--- config.mk ---
export PLATFORM = sky130hd
export DESIGN_NAME = approx_mult_err_accum
export DESIGN_NICKNAME = d
export VERILOG_FILES = /design/src/rtl/approx_err_pkg.sv /design/src/rtl/approx_err_stage.sv /design/src/rtl/approx_mult_err_accum.sv
export SDC_FILE = /design/constraint.sdc
export NUM_CORES = 2
export LEC_CHECK = 0
export BUFFER_PORTS_ARGS = -buffer_cell sky130_fd_sc_hd__clkbuf_2
export CAP_MARGIN = 20
export CORE_MARGIN = 2
export CORE_UTILIZATION = 45
export CTS_CLUSTER_DIAMETER = 100
export DETAILED_ROUTE_END_ITERATION = 16
export SLEW_MARGIN = 0
export SYNTH_ARGS = -nofsm -noshare
export SYNTH_HDL_FRONTEND = slang
export SYNTH_HIERARCHICAL = 1
export SYNTH_SLANG_ARGS = --single-unit
export TNS_END_PERCENT = 100
--- constraint.sdc ---
create_clock -name clk -period 9.5 [get_ports clk]
set_input_delay 0.475 -clock clk [delete_from_list [all_inputs] [get_ports clk]]
set_output_delay 0.475 -clock clk [all_outputs]
set_load 0.005 [all_outputs]
--- src/rtl/approx_err_pkg.sv ---
// Shared state encoding, width defaults and saturation constant for the
// approximate-multiplier error accumulator.
package approx_err_pkg;

   typedef enum logic [1:0] {
      IDLE  = 2'd0,
      RUN   = 2'd1,
      DRAIN = 2'd2,
      DONE  = 2'd3
   } state_e;

   localparam int W_DEF     = 16;
   localparam int CNT_W_DEF = 33;
   localparam int ACC_W_DEF = 64;

   localparam logic [ACC_W_DEF-1:0] ACC_MAX = {ACC_W_DEF{1'b1}};

endpackage

--- src/rtl/approx_err_stage.sv ---
// Two-stage error datapath: S1 forms the exact product, S2 the absolute
// error distance and its nonzero flag.
module approx_err_stage
   import approx_err_pkg::*;
#(
   parameter int W = W_DEF
) (
   input  logic           clk,
   input  logic           rst_n,
   input  logic           in_fire,
   input  logic [W-1:0]   a,
   input  logic [W-1:0]   b,
   input  logic [2*W-1:0] y_approx,
   output logic           s1_valid,
   output logic           s2_valid,
   output logic [2*W-1:0] ed,
   output logic           ne
);

   localparam logic [2*W-1:0] P_ZERO = {(2*W){1'b0}};

   logic           s1_valid_r;
   logic [2*W-1:0] exact_r;
   logic [2*W-1:0] y_r;
   logic           s2_valid_r;
   logic [2*W-1:0] ed_r;
   logic           ne_r;
   logic [2*W-1:0] ed_s;

   // Larger-minus-smaller keeps the distance unsigned without a wider subtract.
   always_comb begin
      ed_s = P_ZERO;
      if (exact_r >= y_r) begin
         ed_s = exact_r - y_r;
      end else begin
         ed_s = y_r - exact_r;
      end
   end

   // S1/S2 pipeline registers with their valid bits.
   always_ff @(posedge clk or negedge rst_n) begin
      if (!rst_n) begin
         s1_valid_r <= 1'b0;
         exact_r    <= P_ZERO;
         y_r        <= P_ZERO;
         s2_valid_r <= 1'b0;
         ed_r       <= P_ZERO;
         ne_r       <= 1'b0;
      end else begin
         s1_valid_r <= in_fire;
         if (in_fire) begin
            exact_r <= (2*W)'(a) * (2*W)'(b);
            y_r     <= y_approx;
         end
         s2_valid_r <= s1_valid_r;
         if (s1_valid_r) begin
            ed_r <= ed_s;
            ne_r <= (ed_s != P_ZERO);
         end
      end
   end

   assign s1_valid = s1_valid_r;
   assign s2_valid = s2_valid_r;
   assign ed       = ed_r;
   assign ne       = ne_r;

endmodule

--- src/rtl/approx_mult_err_accum.sv ---
// Windowed error-metric accumulator for an approximate multiplier: counts
// errors, sums and tracks the maximum error distance over n_samples inputs.
module approx_mult_err_accum
   import approx_err_pkg::*;
#(
   parameter int W     = W_DEF,
   parameter int CNT_W = CNT_W_DEF,
   parameter int ACC_W = ACC_W_DEF
) (
   input  logic             clk,
   input  logic             rst_n,
   input  logic             start,
   input  logic [CNT_W-1:0] n_samples,
   input  logic             in_valid,
   output logic             in_ready,
   input  logic [W-1:0]     a,
   input  logic [W-1:0]     b,
   input  logic [2*W-1:0]   y_approx,
   output logic             busy,
   output logic             done,
   output logic [CNT_W-1:0] err_count,
   output logic [ACC_W-1:0] sum_ed,
   output logic [2*W-1:0]   max_ed,
   output logic [CNT_W-1:0] sample_count
);

   localparam logic [CNT_W-1:0] CNT_ZERO = {CNT_W{1'b0}};
   localparam logic [CNT_W-1:0] CNT_ONE  = {{(CNT_W-1){1'b0}}, 1'b1};
   localparam logic [ACC_W-1:0] SUM_ZERO = {ACC_W{1'b0}};
   localparam logic [ACC_W-1:0] SUM_MAX  = {ACC_W{1'b1}};
   localparam logic [2*W-1:0]   P_ZERO   = {(2*W){1'b0}};

   state_e           state_r;
   logic [CNT_W-1:0] n_lat_r;
   logic [CNT_W-1:0] accepted_r;
   logic             in_ready_r;
   logic             busy_r;
   logic             done_r;
   logic [CNT_W-1:0] err_count_r;
   logic [ACC_W-1:0] sum_ed_r;
   logic [2*W-1:0]   max_ed_r;
   logic [CNT_W-1:0] sample_count_r;

   logic             fire_s;
   logic [CNT_W-1:0] accepted_inc_s;
   logic             s1_valid_s;
   logic             s2_valid_s;
   logic [2*W-1:0]   ed_s;
   logic             ne_s;
   logic [ACC_W:0]   sum_wide_s;
   logic [ACC_W-1:0] sum_nxt_s;

   assign fire_s         = in_valid & in_ready_r;
   assign accepted_inc_s = accepted_r + CNT_ONE;

   approx_err_stage #(.W(W)) u_stage (
      .clk      (clk),
      .rst_n    (rst_n),
      .in_fire  (fire_s),
      .a        (a),
      .b        (b),
      .y_approx (y_approx),
      .s1_valid (s1_valid_s),
      .s2_valid (s2_valid_s),
      .ed       (ed_s),
      .ne       (ne_s)
   );

   // Saturating add: the carry out of the widened sum pins the total at all-ones.
   always_comb begin
      sum_wide_s = {1'b0, sum_ed_r} + {{(ACC_W+1-2*W){1'b0}}, ed_s};
      if (sum_wide_s[ACC_W]) begin
         sum_nxt_s = SUM_MAX;
      end else begin
         sum_nxt_s = sum_wide_s[ACC_W-1:0];
      end
   end

   // Window FSM, handshake accounting and result accumulators.
   always_ff @(posedge clk or negedge rst_n) begin
      if (!rst_n) begin
         state_r        <= IDLE;
         n_lat_r        <= CNT_ZERO;
         accepted_r     <= CNT_ZERO;
         in_ready_r     <= 1'b0;
         busy_r         <= 1'b0;
         done_r         <= 1'b0;
         err_count_r    <= CNT_ZERO;
         sum_ed_r       <= SUM_ZERO;
         max_ed_r       <= P_ZERO;
         sample_count_r <= CNT_ZERO;
      end else begin
         if (s2_valid_s) begin
            err_count_r    <= err_count_r + {{(CNT_W-1){1'b0}}, ne_s};
            sample_count_r <= sample_count_r + CNT_ONE;
            sum_ed_r       <= sum_nxt_s;
            if (ed_s > max_ed_r) begin
               max_ed_r <= ed_s;
            end
         end
         case (state_r)
            IDLE, DONE: begin
               if (start) begin
                  n_lat_r        <= n_samples;
                  accepted_r     <= CNT_ZERO;
                  err_count_r    <= CNT_ZERO;
                  sum_ed_r       <= SUM_ZERO;
                  max_ed_r       <= P_ZERO;
                  sample_count_r <= CNT_ZERO;
                  busy_r         <= 1'b1;
                  done_r         <= 1'b0;
                  if (n_samples == CNT_ZERO) begin
                     state_r    <= DRAIN;
                     in_ready_r <= 1'b0;
                  end else begin
                     state_r    <= RUN;
                     in_ready_r <= 1'b1;
                  end
               end
            end
            RUN: begin
               if (fire_s) begin
                  accepted_r <= accepted_inc_s;
                  // Last handshake closes the window on the same edge.
                  if (accepted_inc_s == n_lat_r) begin
                     in_ready_r <= 1'b0;
                     state_r    <= DRAIN;
                  end
               end
            end
            DRAIN: begin
               if (!s1_valid_s && !s2_valid_s && (sample_count_r == n_lat_r)) begin
                  state_r <= DONE;
                  busy_r  <= 1'b0;
                  done_r  <= 1'b1;
               end
            end
            default: begin
               state_r    <= IDLE;
               in_ready_r <= 1'b0;
               busy_r     <= 1'b0;
               done_r     <= 1'b0;
            end
         endcase
      end
   end

   assign in_ready     = in_ready_r;
   assign busy         = busy_r;
   assign done         = done_r;
   assign err_count    = err_count_r;
   assign sum_ed       = sum_ed_r;
   assign max_ed       = max_ed_r;
   assign sample_count = sample_count_r;

endmodule

==> results.tsv <==
metric	value	unit
Synth async-reset ratio	100.0	%
final instance area	33620	µm²
starting density of the core	45.32	%
placed cells	4540	
CORE AREA	67040	µm²
Yosys warning count	6	
Peak VDD IR	0.5192	mV
Setup WS post-layout	2519	ps
Period minus WS final	6981	ps
final-report setup violation count	0	
Crit-path slowest cell	o41ai_1	
H-tree depth	2	
Critical Path End Type	register	
first-pass GRT wire length	142.9	mm
via count	26080	
Rel. slew slack	26.45	%
gr usage total	25.86	%
Net Count, Synth	4093	
Area Overhead vs Synth	10.64	%
post_cts resized	0	
initial antenna violation count	2	
Multi-input gate area	20000	µm²
post-route insts no fill	4613	
Port-buffer cells	265	
CTS clk-pin slew, worst paths	60	ps
critical path peak fanout	16	
CTS tree	yes	
share of layout cells above drive strength 1	10.64	%
max frequency	0.1432	GHz
cell class contributing the biggest share of worst-path delay	adder cells	
CP bufs+invs	5	
clock root buffer	clkbuf_16	
filler instances	6498	
CP peak stage delay	880	ps
dpl cell area	32260	µm²
ANT nets after route	0	
die width	263.9	µm
crit path kind	primary input to register	
Seq/Total Area, Yosys	27.34	%
DIE AREA	69620	µm²
Synth Flop Type	dfrtp_1	
Post-synth EDFFs	0	
hpwl dp	69.83	mm
startpoint types	primary input	
WL final	90.95	mm
Post-CTS Setup Inserts	0	
most used cell, CP	fa_1	
vias in the first global route	25170	
worst path arrival time	7390	ps
HP Class	primary input to register	
Synth Instances	3558	
Final Skew	28.43	ps
antenna cells	0	
Ports	266	
Die Y-Extent	263.9	µm
total power	13.75	mW
syn_area_per_cell	8.540	µm²
row cnt	95	
Pins Over Slew Limit	0	
Worst Max-Slew Pin Slew	1089	ps
Worst-Skew Late Latency	570	ps
Hold Fails Final Rpt	0	
Final #Nets	4247	
CTS max path bufs	3	
Synth Cell Area	30390	µm²
Synth Register Bits	332	
largest net degree at the start of global routing	96	
vias per cell	5.654	
crit-path cells	clkbuf_2, and2_1, fa_1, inv_1, fa_1, fa_1, fa_1, inv_1, fa_1, inv_1, fa_1, inv_1, ha_1, and2_1, nand4_1, nand2_1, a41oi_1, a31oi_1, o311a_1, o41ai_1, o211ai_1, a31oi_1, xnor2_1, a21oi_1	
grt total ovfl	0	
register area	8310	µm²
Remaining DRCs	0	
RSZ-0062 raised after global routing	no	
Worst Path Required	9900	ps
initial DRC count	1937	
Yosys cell types	87	
DRT Pass-1 Iters	5	
Routed WL per cell	19.72	µm
total CTS buffers	41	
power per cell area	409.0	nW/µm²
# Max-Cap Violations	0	
setup TNS	0	ps
outcome	finished clean	
hold buffer count at cts	1	
fin crit share	73.48	%
Leakage	16.08	nW
Sink Count	332	
global placement routability congestion	0.9270	
pre-CTS worst setup slack	1994	ps
-- placed cells by master, fill, tap and decap left out, types with 9 or more instances in the layout --
cell,n
and2_1,132
o31ai_1,55
o22ai_1,12
a21oi_1,177
ha_1,237
nor2_1,214
inv_1,369
a311oi_1,9
nand2b_1,22
nor3_1,70
nand4_1,65
and3_1,35
nand3_1,127
or2_2,10
a21o_1,49
o21bai_1,18
and4_1,14
clkbuf_8,9
fa_1,197
buf_4,17
nor4_1,24
o21a_1,35
nand2_1,441
a211oi_1,18
nor2b_1,19
mux2i_1,20
a31oi_1,55
o211ai_1,22
clkbuf_2,264
clkbuf_16,41
xor2_1,105
a211o_1,10
or3_1,23
o21ai_0,227
dfrtp_1,330
xnor2_1,116
-- path summary, 6_finish.rpt --
check | from | endpoint | slack (ps) | depth (start not counted)
worst max-delay path | a[5] | u_stage/exact_r[31] | 2520 | 24
worst min-delay path | y_approx[25] | u_stage/y_r[25] | 110 | 3
worst max register to register | u_stage/exact_r[28] | u_stage/ne | 4400 | 13
worst min register to register | busy | busy | 490 | 2
max in group asynchronous | rst_n | sample_count[21] | 6950 | 4
min in group asynchronous | rst_n | sum_ed[16] | 480 | 2
-- worst register-to-register path, cell delays in order (launching register included) --
cell	delay [ps]
dfrtp_1	350
inv_1	60
ha_1	420
nand2_1	150
a311oi_1	900
o2111ai_2	520
nand2_1	280
buf_4	360
mux2i_1	390
xnor2_1	240
nor4b_1	290
nand4_1	120
or4_1	560
o32a_1	350
-- cells in the mapped netlist (9+ instances only) --
master | number | share of area (%)
a311oi_1 | 9 | 0.26
a31oi_1 | 56 | 1.2
nor3_1 | 70 | 1.2
a211o_1 | 10 | 0.29
dfrtp_1 | 332 | 27
and2_1 | 134 | 2.8
mux2i_1 | 20 | 0.66
or3_1 | 23 | 0.47
a21oi_1 | 177 | 2.9
or2_2 | 10 | 0.21
a21o_1 | 49 | 1.2
o21bai_1 | 18 | 0.44
nand2_1 | 442 | 5.5
xor2_1 | 105 | 3.0
buf_2 | 26 | 0.43
fa_1 | 197 | 13
and4_1 | 14 | 0.40
o22ai_1 | 12 | 0.25
inv_1 | 369 | 4.6
o31ai_1 | 55 | 1.4
nand2b_1 | 22 | 0.45
nor2_1 | 214 | 2.6
nand3_1 | 127 | 2.1
ha_1 | 237 | 9.8
clkbuf_1 | 133 | 1.6
o21ai_0 | 227 | 3.7
o21a_1 | 35 | 0.86
o211ai_1 | 22 | 0.54
nand4_1 | 65 | 1.3
nor2b_1 | 19 | 0.39
xnor2_1 | 116 | 3.3
nor4_1 | 24 | 0.49
a211oi_1 | 18 | 0.44
and3_1 | 35 | 0.72
-- cells by family (layout without fill, tap and decap cells) --
| kind of cell | Yosys count | after routing | synth area share [%] |
|---|---|---|---|
| flops | 332 | 332 | 27.34 |
| mux | 29 | 29 | 0.9924 |
| simple gates | 1238 | 1238 | 19.82 |
| compound gates | 762 | 762 | 15.82 |
| fa+ha+maj | 434 | 434 | 22.74 |
| buf+inv | 542 | 724 | 6.914 |
| xor+xnor | 221 | 221 | 6.370 |
-- metrics by stage --
stage	utilization (%)	hold slack, ps
after floorplan	-	179.4
after global placement	48.12	480.1
after detailed placement	48.12	485.8
after CTS	50.13	86.85
after global routing	50.15	107.7
final	50.15	111.4
-- metal layers --
| layer | global-route usage [%] | part of all wire (%) |
|---|---|---|
| met3 | 3.682 | 5.7 |
| met4 | 7.371 | 3.0 |
| met1 | 36.75 | 45 |
| met2 | 41.18 | 46 |
| met5 | 0 | 0.0088 |
-- state kept, by name (all words and copies together) (netlist names) --
signal and count:
state_r 2, in_ready 1, u_stage/ne 1, u_stage/exact_r 32, u_stage/s2_valid 1, busy 1, max_ed 32, sample_count 33
n_lat_r 33, u_stage/y_r 32, u_stage/s1_valid 1, accepted_r 33, sum_ed 64, err_count 33, done 1, u_stage/ed 32
-- layout make-up --
| cell class | count | area share (%) |
|---|---|---|
| sequential | 332 | 24.72 |
| tap | 873 | 3.249 |
| multi-input combinational | 2684 | 59.50 |
| timing repair buffer | 284 | 4.429 |
| clock buffer | 58 | 3.510 |
| inverter | 369 | 4.120 |
| clock inverter | 13 | 0.4689 |
-- power by group --
part / leakage, nW / internal, mW / total [mW] / switching, mW
sequential: 4.28 / 1.86 / 2.39 / 0.529
combinational: 11.1 / 3.81 / 9.78 / 5.97
clock: 0.659 / 0.945 / 1.59 / 0.641
Note: power is estimated with default switching activity, not from simulation.
